<file path="config.mk">
export PLATFORM = sky130hd
export DESIGN_NAME = regfile_wb_sequencer_flat
export DESIGN_NICKNAME = d
export VERILOG_FILES = /design/src/rtl/y86_pkg.sv /design/src/rtl/regfile_wb_sequencer_if.sv /design/src/rtl/regfile_wb_sequencer.sv /design/src/flat_wrapper.sv
export SDC_FILE = /design/constraint.sdc
export NUM_CORES = 1
export LEC_CHECK = 0
export BUFFER_PORTS_ARGS = -buffer_cell sky130_fd_sc_hd__buf_2
export CAP_MARGIN = 10
export CORE_UTILIZATION = 53
export CTS_BUF_LIST = sky130_fd_sc_hd__clkbuf_2 sky130_fd_sc_hd__clkbuf_4 sky130_fd_sc_hd__clkbuf_8
export DETAILED_ROUTE_END_ITERATION = 6
export PLACE_DENSITY_LB_ADDON = 0.05
export SYNTH_ARGS = -nofsm -noshare
export SYNTH_HDL_FRONTEND = slang
export SYNTH_SLANG_ARGS = --single-unit
</file>
<file path="constraint.sdc">
create_clock -name clk -period 1.7 [get_ports clk]
set_input_delay 0.34 -clock clk [delete_from_list [all_inputs] [get_ports clk]]
set_output_delay 0.34 -clock clk [all_outputs]
set_load 0.005 [all_outputs]
</file>
<file path="src/rtl/y86_pkg.sv">
// Shared Y86 constants and the writeback sequencer state type.
// Used by regfile_wb_sequencer and its bench.
package y86_pkg;

  localparam logic [3:0] IHALT   = 4'h0;
  localparam logic [3:0] INOP    = 4'h1;
  localparam logic [3:0] IRRMOVQ = 4'h2;
  localparam logic [3:0] IIRMOVQ = 4'h3;
  localparam logic [3:0] IRMMOVQ = 4'h4;
  localparam logic [3:0] IMRMOVQ = 4'h5;
  localparam logic [3:0] IOPQ    = 4'h6;
  localparam logic [3:0] IJXX    = 4'h7;
  localparam logic [3:0] ICALL   = 4'h8;
  localparam logic [3:0] IRET    = 4'h9;
  localparam logic [3:0] IPUSHQ  = 4'hA;
  localparam logic [3:0] IPOPQ   = 4'hB;

  localparam logic [3:0] RRSP  = 4'h4;
  localparam logic [3:0] RNONE = 4'hF;

  typedef enum logic [1:0] {
    IDLE = 2'd0,
    WR_E = 2'd1,
    WR_M = 2'd2
  } wb_state_t;

endpackage

</file>
<file path="src/rtl/regfile_wb_sequencer_if.sv">
// Writeback packet channel from the memory stage into regfile_wb_sequencer.
//
// Handshake: the packet (icode, cnd, dstE, dstM, valE, valM) transfers on the
// rising edge where wb_valid && wb_ready are both high. While wb_valid is high
// and the transfer has not happened, the master holds the packet unchanged.
interface regfile_wb_sequencer_if #(
    parameter int DATA_W = 64,
    parameter int ADDR_W = 4
);
    logic              wb_valid;
    logic              wb_ready;
    logic [3:0]        icode;
    logic              cnd;
    logic [ADDR_W-1:0] dstE;
    logic [ADDR_W-1:0] dstM;
    logic [DATA_W-1:0] valE;
    logic [DATA_W-1:0] valM;

    modport master (
        output wb_valid, icode, cnd, dstE, dstM, valE, valM,
        input  wb_ready
    );

    modport slave (
        input  wb_valid, icode, cnd, dstE, dstM, valE, valM,
        output wb_ready
    );
endinterface

</file>
<file path="src/rtl/regfile_wb_sequencer.sv">
// Serialises Y86 writeback packets onto the single register-file write port
// and tracks pending writes. Optional: REGFILE_WB_BACK2BACK_EN (accept in last write state).
module regfile_wb_sequencer
    import y86_pkg::*;
#(
    parameter int DATA_W   = 64,
    parameter int ADDR_W   = 4,
    parameter int NUM_REGS = 15
) (
    input  logic                  clk,
    input  logic                  rst_n,
    regfile_wb_sequencer_if.slave wb,
    output logic                  rf_we,
    output logic [ADDR_W-1:0]     rf_waddr,
    output logic [DATA_W-1:0]     rf_wdata,
    output logic [NUM_REGS-1:0]   pending,
    output logic                  busy,
    output wb_state_t             dbg_state
);

    localparam logic [ADDR_W-1:0] REG_NONE = ADDR_W'(RNONE);

    wb_state_t         state;
    logic [ADDR_W-1:0] lat_e;
    logic [ADDR_W-1:0] lat_m;
    logic [DATA_W-1:0] lat_vm;

    logic [ADDR_W-1:0] eff_e;
    logic              accept;
    wb_state_t         first_state;
    logic [ADDR_W-1:0] first_addr;
    logic [DATA_W-1:0] first_data;
    logic [NUM_REGS-1:0] set_mask;
    logic [NUM_REGS-1:0] clr_mask;

    // One-hot of a register index; RNONE (and anything >= NUM_REGS) maps to zero.
    function automatic logic [NUM_REGS-1:0] reg_bit(input logic [ADDR_W-1:0] idx);
        logic [NUM_REGS-1:0] m;
        m = '0;
        for (int i = 0; i < NUM_REGS; i++) begin
            m[i] = (idx == ADDR_W'(i));
        end
        return m;
    endfunction

    always_comb begin
        eff_e = ((wb.icode == IRRMOVQ) && !wb.cnd) ? REG_NONE : wb.dstE;

`ifdef REGFILE_WB_BACK2BACK_EN
        wb.wb_ready = (state == IDLE) || (state == WR_M) ||
                      ((state == WR_E) && (lat_m == REG_NONE));
`else
        wb.wb_ready = (state == IDLE);
`endif

        accept = wb.wb_valid && wb.wb_ready;

        first_state = IDLE;
        first_addr  = REG_NONE;
        first_data  = '0;
        if (eff_e != REG_NONE) begin
            first_state = WR_E;
            first_addr  = eff_e;
            first_data  = wb.valE;
        end else if (wb.dstM != REG_NONE) begin
            first_state = WR_M;
            first_addr  = wb.dstM;
            first_data  = wb.valM;
        end

        set_mask = accept ? (reg_bit(eff_e) | reg_bit(wb.dstM)) : '0;

        // A shared E/M destination keeps its bit until the M write completes.
        clr_mask = '0;
        case (state)
            WR_E:    clr_mask = (lat_e != lat_m) ? reg_bit(lat_e) : '0;
            WR_M:    clr_mask = reg_bit(lat_m);
            default: clr_mask = '0;
        endcase
    end

    always_ff @(posedge clk or negedge rst_n) begin
        if (!rst_n) begin
            state    <= IDLE;
            rf_we    <= 1'b0;
            rf_waddr <= REG_NONE;
            rf_wdata <= '0;
            pending  <= '0;
            lat_e    <= REG_NONE;
            lat_m    <= REG_NONE;
            lat_vm   <= '0;
        end else begin
            // Set wins over clear when a new packet targets the register being written.
            pending <= (pending & ~clr_mask) | set_mask;
            if (accept) begin
                lat_e    <= eff_e;
                lat_m    <= wb.dstM;
                lat_vm   <= wb.valM;
                state    <= first_state;
                rf_we    <= (first_state != IDLE);
                rf_waddr <= first_addr;
                rf_wdata <= first_data;
            end else if ((state == WR_E) && (lat_m != REG_NONE)) begin
                state    <= WR_M;
                rf_we    <= 1'b1;
                rf_waddr <= lat_m;
                rf_wdata <= lat_vm;
            end else begin
                state    <= IDLE;
                rf_we    <= 1'b0;
                rf_waddr <= REG_NONE;
                rf_wdata <= '0;
            end
        end
    end

    assign busy      = (state != IDLE);
    assign dbg_state = state;

    a_no_rnone_write: assert property (@(posedge clk) disable iff (!rst_n)
        rf_we |-> (rf_waddr != REG_NONE));
    a_we_matches_state: assert property (@(posedge clk) disable iff (!rst_n)
        rf_we == (state != IDLE));

endmodule

</file>
<file path="src/flat_wrapper.sv">
// flat-port wrapper written by rule: the top's interface ports become plain ports
module regfile_wb_sequencer_flat import y86_pkg::*;
#(
    parameter int DATA_W   = 64,
    parameter int ADDR_W   = 4,
    parameter int NUM_REGS = 15
)
  (clk, rst_n, rf_we, rf_waddr, rf_wdata, pending, busy, dbg_state, wb_wb_valid, wb_icode, wb_cnd, wb_dstE, wb_dstM, wb_valE, wb_valM, wb_wb_ready);
  regfile_wb_sequencer_if #(.DATA_W(DATA_W), .ADDR_W(ADDR_W)) wb_i ();
  input  logic clk;
  input  logic rst_n;
  output logic rf_we;
  output logic [ADDR_W-1:0] rf_waddr;
  output logic [DATA_W-1:0] rf_wdata;
  output logic [NUM_REGS-1:0] pending;
  output logic busy;
  output wb_state_t dbg_state;
  input wire logic [$bits(wb_i.wb_valid)-1:0] wb_wb_valid;
  input wire logic [$bits(wb_i.icode)-1:0] wb_icode;
  input wire logic [$bits(wb_i.cnd)-1:0] wb_cnd;
  input wire logic [$bits(wb_i.dstE)-1:0] wb_dstE;
  input wire logic [$bits(wb_i.dstM)-1:0] wb_dstM;
  input wire logic [$bits(wb_i.valE)-1:0] wb_valE;
  input wire logic [$bits(wb_i.valM)-1:0] wb_valM;
  output wire logic [$bits(wb_i.wb_ready)-1:0] wb_wb_ready;
  assign wb_i.wb_valid = wb_wb_valid;
  assign wb_i.icode = wb_icode;
  assign wb_i.cnd = wb_cnd;
  assign wb_i.dstE = wb_dstE;
  assign wb_i.dstM = wb_dstM;
  assign wb_i.valE = wb_valE;
  assign wb_i.valM = wb_valM;
  assign wb_wb_ready = wb_i.wb_ready;
  regfile_wb_sequencer #(.DATA_W(DATA_W), .ADDR_W(ADDR_W), .NUM_REGS(NUM_REGS)) u_core (.clk(clk), .rst_n(rst_n), .wb(wb_i), .rf_we(rf_we), .rf_waddr(rf_waddr), .rf_wdata(rf_wdata), .pending(pending), .busy(busy), .dbg_state(dbg_state));
endmodule
</file>
==> results, run 1 <==
- Counting flops with an async set or reset pin after synthesis yields a share of 100%.
- The placed wire-length estimate after detailed placement is 14,100 um.
- The post-route cell area is 9440 um2.
- The worst reg2reg path depth is 7.
- The number of global-route vias before repair is 6,519.
- The longest clock path from root to sink contains 2 buffers.
- The highest routed metal layer is met4.
- The first detailed-routing pass ran for 5 iterations.
- The largest net degree at the start of global routing is 55.
- Yosys mapped a number of flops with a built-in enable equal to 0.
- The warning count from the yosys run is 0.
- The clock input transition at the sequential cells of the worst setup and hold paths is 0.08 ns.
- In the synthesized netlist the dominant register cell turns out to be sky130_fd_sc_hd__dfrtp_1.
- The number of H-tree levels is 4.
- The cell count after synthesis is 819.
- Once detail routing completed, the nets flagged for antenna violations numbered 0.
- The share of synthesized cell area in and, or, nand and nor gates is 22.1%.
- In the routed layout, each cell is associated on average with a via count of 5.37.
- The effective utilization at floorplan is 55.0%.
- The sort of element at the end of the critical path is a flop.
- The final hold violation count is 0.
- The cell sitting at the root of the clock tree is a sky130_fd_sc_hd__clkbuf_8.
- The met2 routed wirelength is 9100 um.
- CTS saw 158 sinks.
- In this run the core area contains 42 standard-cell rows.
- For this run, design rule violations remaining after detail routing come to 0.
- The sequential fraction of the synthesis area is 53.8%.
- The total count of max-transition violations in the final report was 0.
- Walking the worst path, the cells encountered are inv_2, buf_4, ha_1, nand3b_1, o21ai_0, a31oi_1, a21o_1.
- After detailed routing, the met3 layer carries 1590 um of wire.
- Setup repair after global routing left no endpoint under its margin.
- Along the worst path, the maximum fanout reaches 4.
- The placer congestion estimate is 0.993.
- Of the total synthesized cell area, the portion taken by full adders, half adders and majority gates is 0.509%.
- The relative slew slack is 68.1%.
- The run finished with clean final reports.
- Setup violations remaining at the end of the flow were counted as 0.
- The clock latency at the later pin of the worst-skew pair is 0.45 ns.
- For this design, the slowest cell found on the critical path is sky130_fd_sc_hd__dfrtp_1.
- Based on the critical path, the design can be clocked at up to 616 MHz.
- The first-pass GRT wire length is 32,500 um.
- Cells with a size suffix above 1 make up 37.4% of the layout.
- At the pin with the least slew margin, the transition time is 0.473 ns.
- The die covers 14,400 um2.
- The tightest min-delay check is of the input port to flop type.
- The final sum of negative setup slack is 0 ns.
- The number of antenna violations at the first check in global routing is 1.
- Summing every instance area after synthesis gives 7370 um2.
- The placed instance area is 8940 um2.
- The area of the core is 13,400 um2.
- The post-synthesis compound-gate area fraction is 18.4%.
- The worst clock skew on the final layout is 0.00982 ns.
- The global-route usage over all layers is 29.1%.
- The xor/xnor cell area share of the yosys netlist is 0.475%.
- The worst-case IR drop observed on VDD is 0.823 mV.
- For this run the aggregate overflow at the end of global routing stands at 0.
- After detailed routing, the total wire length is 20,000 um.
- Buffers inserted during clock tree synthesis total 17.
- In this run the mean area of a mapped cell was 9.00 um2.
- The part of the cycle the worst path needs is 95.5%.
- The total power per unit cell area is 1560 nW/um2.
- The minimum clock period after layout is 1.62 ns.
- Once routing completed, OpenROAD measured the worst setup slack at 0.0760 ns.
- TritonCTS built the clock tree.
- After synthesis, the share of cell area in mux cells is 0%.
- The type of the worst setup path is flop to flop.
- The synthesized design contains 158 register bits.
- The worst setup slack after placement is -0.00408 ns.
- Yosys mapped the design onto 43 distinct sky130hd cell types.
- Counting instances, the worst hold path has a depth of 3.
- The worst path required time is 2.04 ns.
- After filler insertion, the fill cell instance count of the layout stands at 1,120.
- At the end of the flow, the number of nets in the layout was 1,213.
- Across all register-to-register paths, the minimum setup slack is 0.08 ns.
- The number of nets handed over by synthesis was 966.
- After synthesis, the largest family of logic cells by area is simple AND/OR/NAND/NOR gates.
- The die span in y is 120 um.
- STA classifies the critical path startpoint as a flop.
- In the final routing, the length of wire on met1 measures 8760 um.
- From left edge to right edge, the die measures 120 um.
- Across the run, the number of max-cap violations was 0.
- For this design the top-level I/O count stands at 232.
- The static leakage is 4.72 nW.
- The layout-stage area growth over the synthesis result is 28.0%.
- STA puts the critical path data arrival time at 1.96 ns.
- The detail-routed net length per standard cell is 15.9 um.
- The largest stage delay on the critical path is 0.39 ns.
- The routed layout has 6,747 vias.
- The number of buffer cells added on primary ports is 231.
- The detailed router finished its first iteration with 621 violations.
cell usage in the layout, fill, tap and decap left out, types with 30 or more instances in the layout:
cell type and n:
sky130_fd_sc_hd__nand2_1 276, sky130_fd_sc_hd__o21ai_1 41, sky130_fd_sc_hd__o21ai_2 31, sky130_fd_sc_hd__buf_4 37
sky130_fd_sc_hd__nor2_1 74, sky130_fd_sc_hd__a21oi_2 30, sky130_fd_sc_hd__a21oi_1 35, sky130_fd_sc_hd__buf_2 230
sky130_fd_sc_hd__dfrtp_1 146
registers in the layout (all words and copies together) (netlist names):
name / cells
u_core.rf_we: 1
u_core.lat_e: 4
u_core.pending: 15
u_core.dbg_state: 2
u_core.lat_vm: 64
u_core.rf_wdata: 64
u_core.rf_waddr: 4
u_core.lat_m: 4
repair_timing:
action	4_1_cts	5_1_grt
hold endpoints to repair	47	0
hold buffers	1	0
buffers inserted	0	3
gates resized for setup	5	7
setup endpoints to repair	22	41
report_power, final:
group | internal, mW | leakage [nW] | total (mW) | switching (mW)
logic | 2.43 | 2.57 | 5.60 | 3.16
clock network | 1.58 | 0.216 | 2.91 | 1.33
registers | 5.40 | 1.93 | 6.18 | 0.778
cell usage after synthesis (3+ instances only):
cell,count,share of area (%)
sky130_fd_sc_hd__dfrtp_1,146,50
sky130_fd_sc_hd__buf_6,6,0.92
sky130_fd_sc_hd__a21oi_2,31,3.7
sky130_fd_sc_hd__o21ai_0,21,1.4
sky130_fd_sc_hd__and2_1,6,0.51
sky130_fd_sc_hd__o22ai_1,5,0.42
sky130_fd_sc_hd__a32oi_1,14,1.7
sky130_fd_sc_hd__nand3_1,4,0.27
sky130_fd_sc_hd__ha_1,3,0.51
sky130_fd_sc_hd__inv_1,7,0.36
sky130_fd_sc_hd__o21ai_2,31,3.7
sky130_fd_sc_hd__a21o_1,3,0.31
sky130_fd_sc_hd__dfstp_2,12,4.3
sky130_fd_sc_hd__nor2_1,74,3.8
sky130_fd_sc_hd__o221ai_1,8,0.95
sky130_fd_sc_hd__clkbuf_1,13,0.66
sky130_fd_sc_hd__a21oi_1,35,2.4
sky130_fd_sc_hd__buf_4,13,1.3
sky130_fd_sc_hd__or3_1,3,0.25
sky130_fd_sc_hd__nand3b_1,4,0.41
sky130_fd_sc_hd__o21ai_1,41,2.8
sky130_fd_sc_hd__nand2_1,277,14
sky130_fd_sc_hd__buf_2,21,1.4
sky130_fd_sc_hd__nor2b_1,9,0.76
sky130_fd_sc_hd__and3_1,6,0.51
final timing paths:
kind                                     start            endpoint
setup reg to reg           u_core.dbg_state[0]  u_core.pending[13]
setup / recovery           u_core.dbg_state[0]  u_core.pending[13]
min in group asynchronous                rst_n   u_core.lat_vm[49]
hold / removal                     wb_valM[59]   u_core.lat_vm[59]
hold reg to reg              u_core.lat_vm[47]   u_core.lat_vm[47]
max in group asynchronous                rst_n  u_core.rf_waddr[2]
worst max-delay path: cells and delay by family, from the launching register on:
kind                     cells  cell delay (ns)
AO/OA/AOI/OAI                3             0.50
buffers and inverters        2             0.18
flip-flops                   1             0.39
adder cells (fa/ha/maj)      1             0.20
AND/OR/NAND/NOR              1             0.23
final cells by class:
cell class                      count  area [um2]  area share [%]
Sequential cell                   158        3970            42.0
Antenna cell                        1        2.50          0.0265
Clock buffer                       28         342            3.62
Tap cell                          176         220            2.33
Multi-Input combinational cell    600        3110            33.0
Clock inverter                      4        76.3           0.808
Timing Repair Buffer              282        1690            17.9
Inverter                            7        26.3           0.278
cells by family (layout without fill, tap and decap cells):
kind of cell    count (synthesis)  in the layout
compound gates                196            196
xor+xnor                        4              4
fa+ha+maj                       3              3
buf+inv                        61            321
flops                         158            158
other cells                     0              1
simple gates                  397            397
metrics by stage:
stage                     hold slack (ns)  util [%]  total power, mW  instances
after floorplan                    0.0444         -             9.34        819
after global placement              0.204      66.7             11.6       1219
after detailed placement            0.201      66.7             11.6       1219
after CTS                          0.0615      70.1             14.6       1252
after global routing               0.0769      70.4             15.7       1255
final                              0.0909      70.5             14.7       1256
layer usage:
| layer | vias up | global-route usage, % |
|---|---|---|
| li1 | 3210 | - |
| met1 | 3195 | 39.1 |
| met2 | 304 | 44.4 |
| met3 | 38 | 7.98 |
| met4 | 0 | 12.1 |
| met5 | - | 0 |
(Power assumes the default switching activity.)
==> run 2: changes to the inputs <==
--- a/config.mk
+++ b/config.mk
@@ -5,9 +5,10 @@
 export SDC_FILE = /design/constraint.sdc
 export NUM_CORES = 1
 export LEC_CHECK = 0
+export ABC_AREA = 1
 export BUFFER_PORTS_ARGS = -buffer_cell sky130_fd_sc_hd__buf_2
 export CAP_MARGIN = 10
-export CORE_UTILIZATION = 53
+export CORE_UTILIZATION = 54
 export CTS_BUF_LIST = sky130_fd_sc_hd__clkbuf_2 sky130_fd_sc_hd__clkbuf_4 sky130_fd_sc_hd__clkbuf_8
 export DETAILED_ROUTE_END_ITERATION = 6
 export PLACE_DENSITY_LB_ADDON = 0.05
==> run 2 against run 1 <==
Net effect:
- via count rose by 18%
- hold slack lost 0.0095 ns
- routed wire length up 8.7%
- global-route usage shrank 0.14 points
- setup slack improved by 0.017 ns
- register-to-register slack better by 0.03 ns
- combinational power shrank 42%
- total power down 21%
- clock skew is 0.0065 ns higher
==> results, run 2 <==
- The clock tree root driver cell is sky130_fd_sc_hd__clkbuf_8.
- The count of cell types in the netlist was 18 (-58%).
- The number of global-route vias before repair is 7,282 (+12%).
- The dominant cell by count in the synthesized netlist is sky130_fd_sc_hd__nand2_1.
- The largest fanout on the critical path is 3 (-1).
- The netlist area before placement is 8070 um2 (+9.4%).
- The upper clock frequency limit is 622 MHz (+1.1%).
- Setup repair after global routing left no endpoint under its margin.
- The static leakage was 6.07 nW (+29%).
- The global-route usage over all layers is 29.0% (-0.14 points).
- The portion of synthesized cell area occupied by the leading cell type is 45.3% (-4.3 points).
- The warning count from the yosys run was 0 (unchanged).
- The number of H-tree levels was 4 (unchanged).
- The total count of max-transition violations in the final report came to 0 (unchanged).
- The largest vdd supply drop is 0.615 mV (-25%).
- The placed instance area was 9520 um2 (+6.5%).
- The number of enable-type register cells in the synthesized netlist came to 0 (unchanged).
- The data arrival time at the worst-slack endpoint was 1.27 ns (-0.69 ns).
- The total clock buffers created by CTS came to 17 (unchanged).
- In the synthesized netlist the dominant register cell turns out to be sky130_fd_sc_hd__dfrtp_1.
- The sequential fraction of the synthesis area is 49.2% (-4.6 points).
- The dominant cell type by area after synthesis is sky130_fd_sc_hd__dfrtp_1.
- By count the netlist is led by 661 x sky130_fd_sc_hd__nand2_1, 146 x sky130_fd_sc_hd__dfrtp_1, 131 x sky130_fd_sc_hd__nand3_1, 85 x sky130_fd_sc_hd__inv_1, 37 x sky130_fd_sc_hd__nor2_1.
- The timing startpoint of the critical path is u_core.dbg_state[1].
- The die boundary width is 124 um (+3.6%).
- The relative slew slack is 74.4% (+6.3 points).
- The detail-routed net length per standard cell is 13.8 um (-13%).
- The remaining global-route overflow is 0 (unchanged).
- The total iterations of the first detailed-routing run is 5 (unchanged).
- The part of the cycle the worst path needs is 94.5% (-1.0 points).
- The clock latency at the later pin of the worst-skew pair is 0.46 ns (about the same).
- The post-route cell area came to 9990 um2 (+5.8%).
- The library cells used most frequently in the layout, excluding fill and tap cells, are 658 x sky130_fd_sc_hd__nand2_1, 230 x sky130_fd_sc_hd__buf_2, 146 x sky130_fd_sc_hd__dfrtp_1.
- The sequential share of power is 45.9% (+3.8 points).
- The routed wire length is 21,700 um (+8.7%).
- The part of the power in combinational logic came to 28.0% (-10 points).
- The final sum of negative setup slack is 0 ns (unchanged).
- The number of antenna violations at the first check in global routing is 1 (unchanged).
- The total vias in the final route is 7,938 (+18%).
- The area growth from synthesis to layout is 23.8%.
- TritonCTS built the clock tree.
- The final routed DRC violation total is 0 (unchanged).
- The fraction of registers with async set/reset is 100% (unchanged).
- The number of buffer cells added on primary ports is 231 (unchanged).
- The area of the die is 15,400 um2 (+7.2%).
- The reg-to-reg setup timing slack came to 0.11 ns (+0.03 ns).
- The total nets after synthesis is 1,308 (+35%).
- The die span in y is 124 um (+3.6%).
- The largest stage delay on the critical path is 0.40 ns (about the same).
- The clock input transition at the sequential cells of the worst setup and hold paths is 0.10 ns (+0.02 ns).
- The startpoint of the worst-slack reg-to-reg timing path is u_core.lat_m[3].
- The area of the core is 14,500 um2 (+8.5%).
- The tightest min-delay check is of the input port to flop type.
- The worst path required time came to 1.36 ns (-0.68 ns).
- The slowest stage of the critical path is the sky130_fd_sc_hd__dfrtp_1 cell.
- The slew at the pin closest to its max-slew limit was 0.382 ns (-0.0912 ns).
- The vias per cell is 5.04 (-6.2%).
- Ranked by total cell area, the synthesized netlist is headed by sky130_fd_sc_hd__dfrtp_1 45%, sky130_fd_sc_hd__nand2_1 31%, sky130_fd_sc_hd__nand3_1 8.1%, sky130_fd_sc_hd__inv_1 4.0%, sky130_fd_sc_hd__dfstp_2 3.9%.
- The placed wire-length estimate after detailed placement came to 14,600 um (+3.7%).
- The sum of buffers and inverters on the critical path is 3 (+1).
- The startpoint of the tightest hold check path is wb_valM[20].
- The nature of the critical path startpoint is a flop.
- The number of flip-flops and latches in the synthesized netlist came to 158 (unchanged).
- The placer congestion estimate was 0.865 (-13%).
- The internal power is 7.74 mW (-18%).
- Broken down by cell family, the worst path's largest delay share belongs to flip-flops.
- The cell repeated most along the worst path is sky130_fd_sc_hd__inv_1.
- The largest registers in the layout are u_core.lat_vm: 64 flops, u_core.rf_wdata: 64 flops, u_core.pending: 15 flops.
- The max-cap check violation count is 0 (unchanged).
- The mean cell area of the mapped netlist is 6.95 um2 (-23%).
- STA classifies the critical path endpoint as an output port.
- The count of final setup violators is 0 (unchanged).
- Leaving out fill and tap cells, the most frequent cell in the layout is sky130_fd_sc_hd__nand2_1.
- The clock power share came to 26.2% (+6.4 points).
- The final design utilization is 68.7% (-1.7 points).
- The worst clock skew on the final layout is 0.0164 ns (+0.00654 ns).
- The total power per unit cell area is 1160 nW/um2 (-25%).
- The fraction of layout cells with a size suffix above 1 was 22.9% (-15 points).
- The worst setup slack after placement is 0.0788 ns (+0.0828 ns).
- The number of top-level design ports is 232 (unchanged).
- The deepest clock path buffer count was 2 (unchanged).
- The worst setup slack after layout is 0.0935 ns (+0.0175 ns).
- The number of nets with antenna violations after detailed routing is 0 (unchanged).
- Walking the worst path, the cells encountered are inv_1, ha_4, inv_1, buf_2.
- The share of total power consumed by net switching is 33.4% (-2.5 points).
- The effective utilization at floorplan is 55.5% (+0.48 points).
- The largest net degree at the start of global routing is 77 (+40%).
- The final hold violation count is 0 (unchanged).
- The violation count after the first detailed-route iteration is 606 (-2.4%).
- The first-pass GRT wire length is 35,900 um (+10%).
- The clock sink count is 158 (unchanged).
- The minimum clock period after layout came to 1.61 ns (-0.0175 ns).
- The final net count was 1,525 (+26%).
- The net switching power is 3.88 mW (-26%).
- The cell count after synthesis came to 1,161 (+42%).
- The total number of placement rows is 44 (+4.8%).
- The type of the worst setup path is flop to output port.
- The run finished with clean final reports.
[run 2: changes by cell type after synthesis, moves of 13 or more]
cell                       change
sky130_fd_sc_hd__buf_4        -13
sky130_fd_sc_hd__a21oi_1      -35
sky130_fd_sc_hd__o21ai_1      -39
sky130_fd_sc_hd__nand2_1     +384
sky130_fd_sc_hd__a32oi_1      -14
sky130_fd_sc_hd__a21oi_2      -31
sky130_fd_sc_hd__o21ai_2      -31
sky130_fd_sc_hd__nor2_1       -37
sky130_fd_sc_hd__inv_1        +78
sky130_fd_sc_hd__nand3_1     +127
sky130_fd_sc_hd__clkbuf_1     +14
[run 2: per-stage QoR]
stage | hold slack, ns | total power, mW | instances
global route | 0.0714 | 12.4 | 1576
global placement | 0.256 | 8.54 | 1541
detailed placement | 0.259 | 8.60 | 1541
finish | 0.0814 | 11.6 | 1576
floorplan | 0.0444 | 7.15 | 1161
CTS | 0.0611 | 11.6 | 1574
[run 2: area by class of cell]
class / count / area (um2)
Antenna cell: 1 / 2.50
Clock buffer: 23 / 298
Clock inverter: 9 / 134
Fill cell: 1325 / 4550
Inverter: 90 / 340
Multi-Input combinational cell: 851 / 3470
Sequential cell: 158 / 3970
Tap cell: 184 / 230
Timing Repair Buffer: 260 / 1550
[run 2: kinds of logic (layout without fill, tap and decap cells)]
group | after synthesis | in the layout | synth area share (%)
AND/OR/NAND/NOR | 832 | 832 | 40.9
buffers and inverters | 152 | 382 | 8.14
AO/OA/AOI/OAI | 16 | 16 | 1.27
adder cells (fa/ha/maj) | 3 | 3 | 0.465
flip-flops | 158 | 158 | 49.2
other | 0 | 1 | 0
[run 2: power by group through the flow]
stage,combinational (mW),clock [mW],sequential [mW]
final,3.25,3.04,5.33
after global routing,3.67,3.25,5.45
after CTS,3.24,3.08,5.32
after detailed placement,3.23,0,5.37
after global placement,3.17,0,5.37
after floorplan,1.81,0,5.34
[run 2: final timing paths]
kind / end / cells after the start
min in group asynchronous: u_core.pending[4] / 2
worst max register to register: u_core.rf_we / 6
worst min register to register: u_core.pending[5] / 2
max in group asynchronous: u_core.lat_m[1] / 3
worst max-delay path: busy / 4
worst min-delay path: u_core.lat_vm[20] / 3
[run 2: tightest hold or removal path, cell delays in order]
cell,delay [ns]
sky130_fd_sc_hd__buf_2,0.08
sky130_fd_sc_hd__nand2_1,0.04
sky130_fd_sc_hd__nand2_1,0.04
[run 2: what timing repair did]
action,4_1_cts,5_1_grt
hold buffers,1,0
buffers inserted,0,1
hold endpoints to repair,20,0
setup endpoints to repair,0,31
gates resized for setup,0,4
[run 2: layer usage]
layer	up-vias	global-route usage, %	wire (um)
met5	-	0	0
met4	0	9.36	433
met1	3671	39.4	9530
met2	289	46.2	10300
li1	3942	-	-
met3	36	6.25	1420
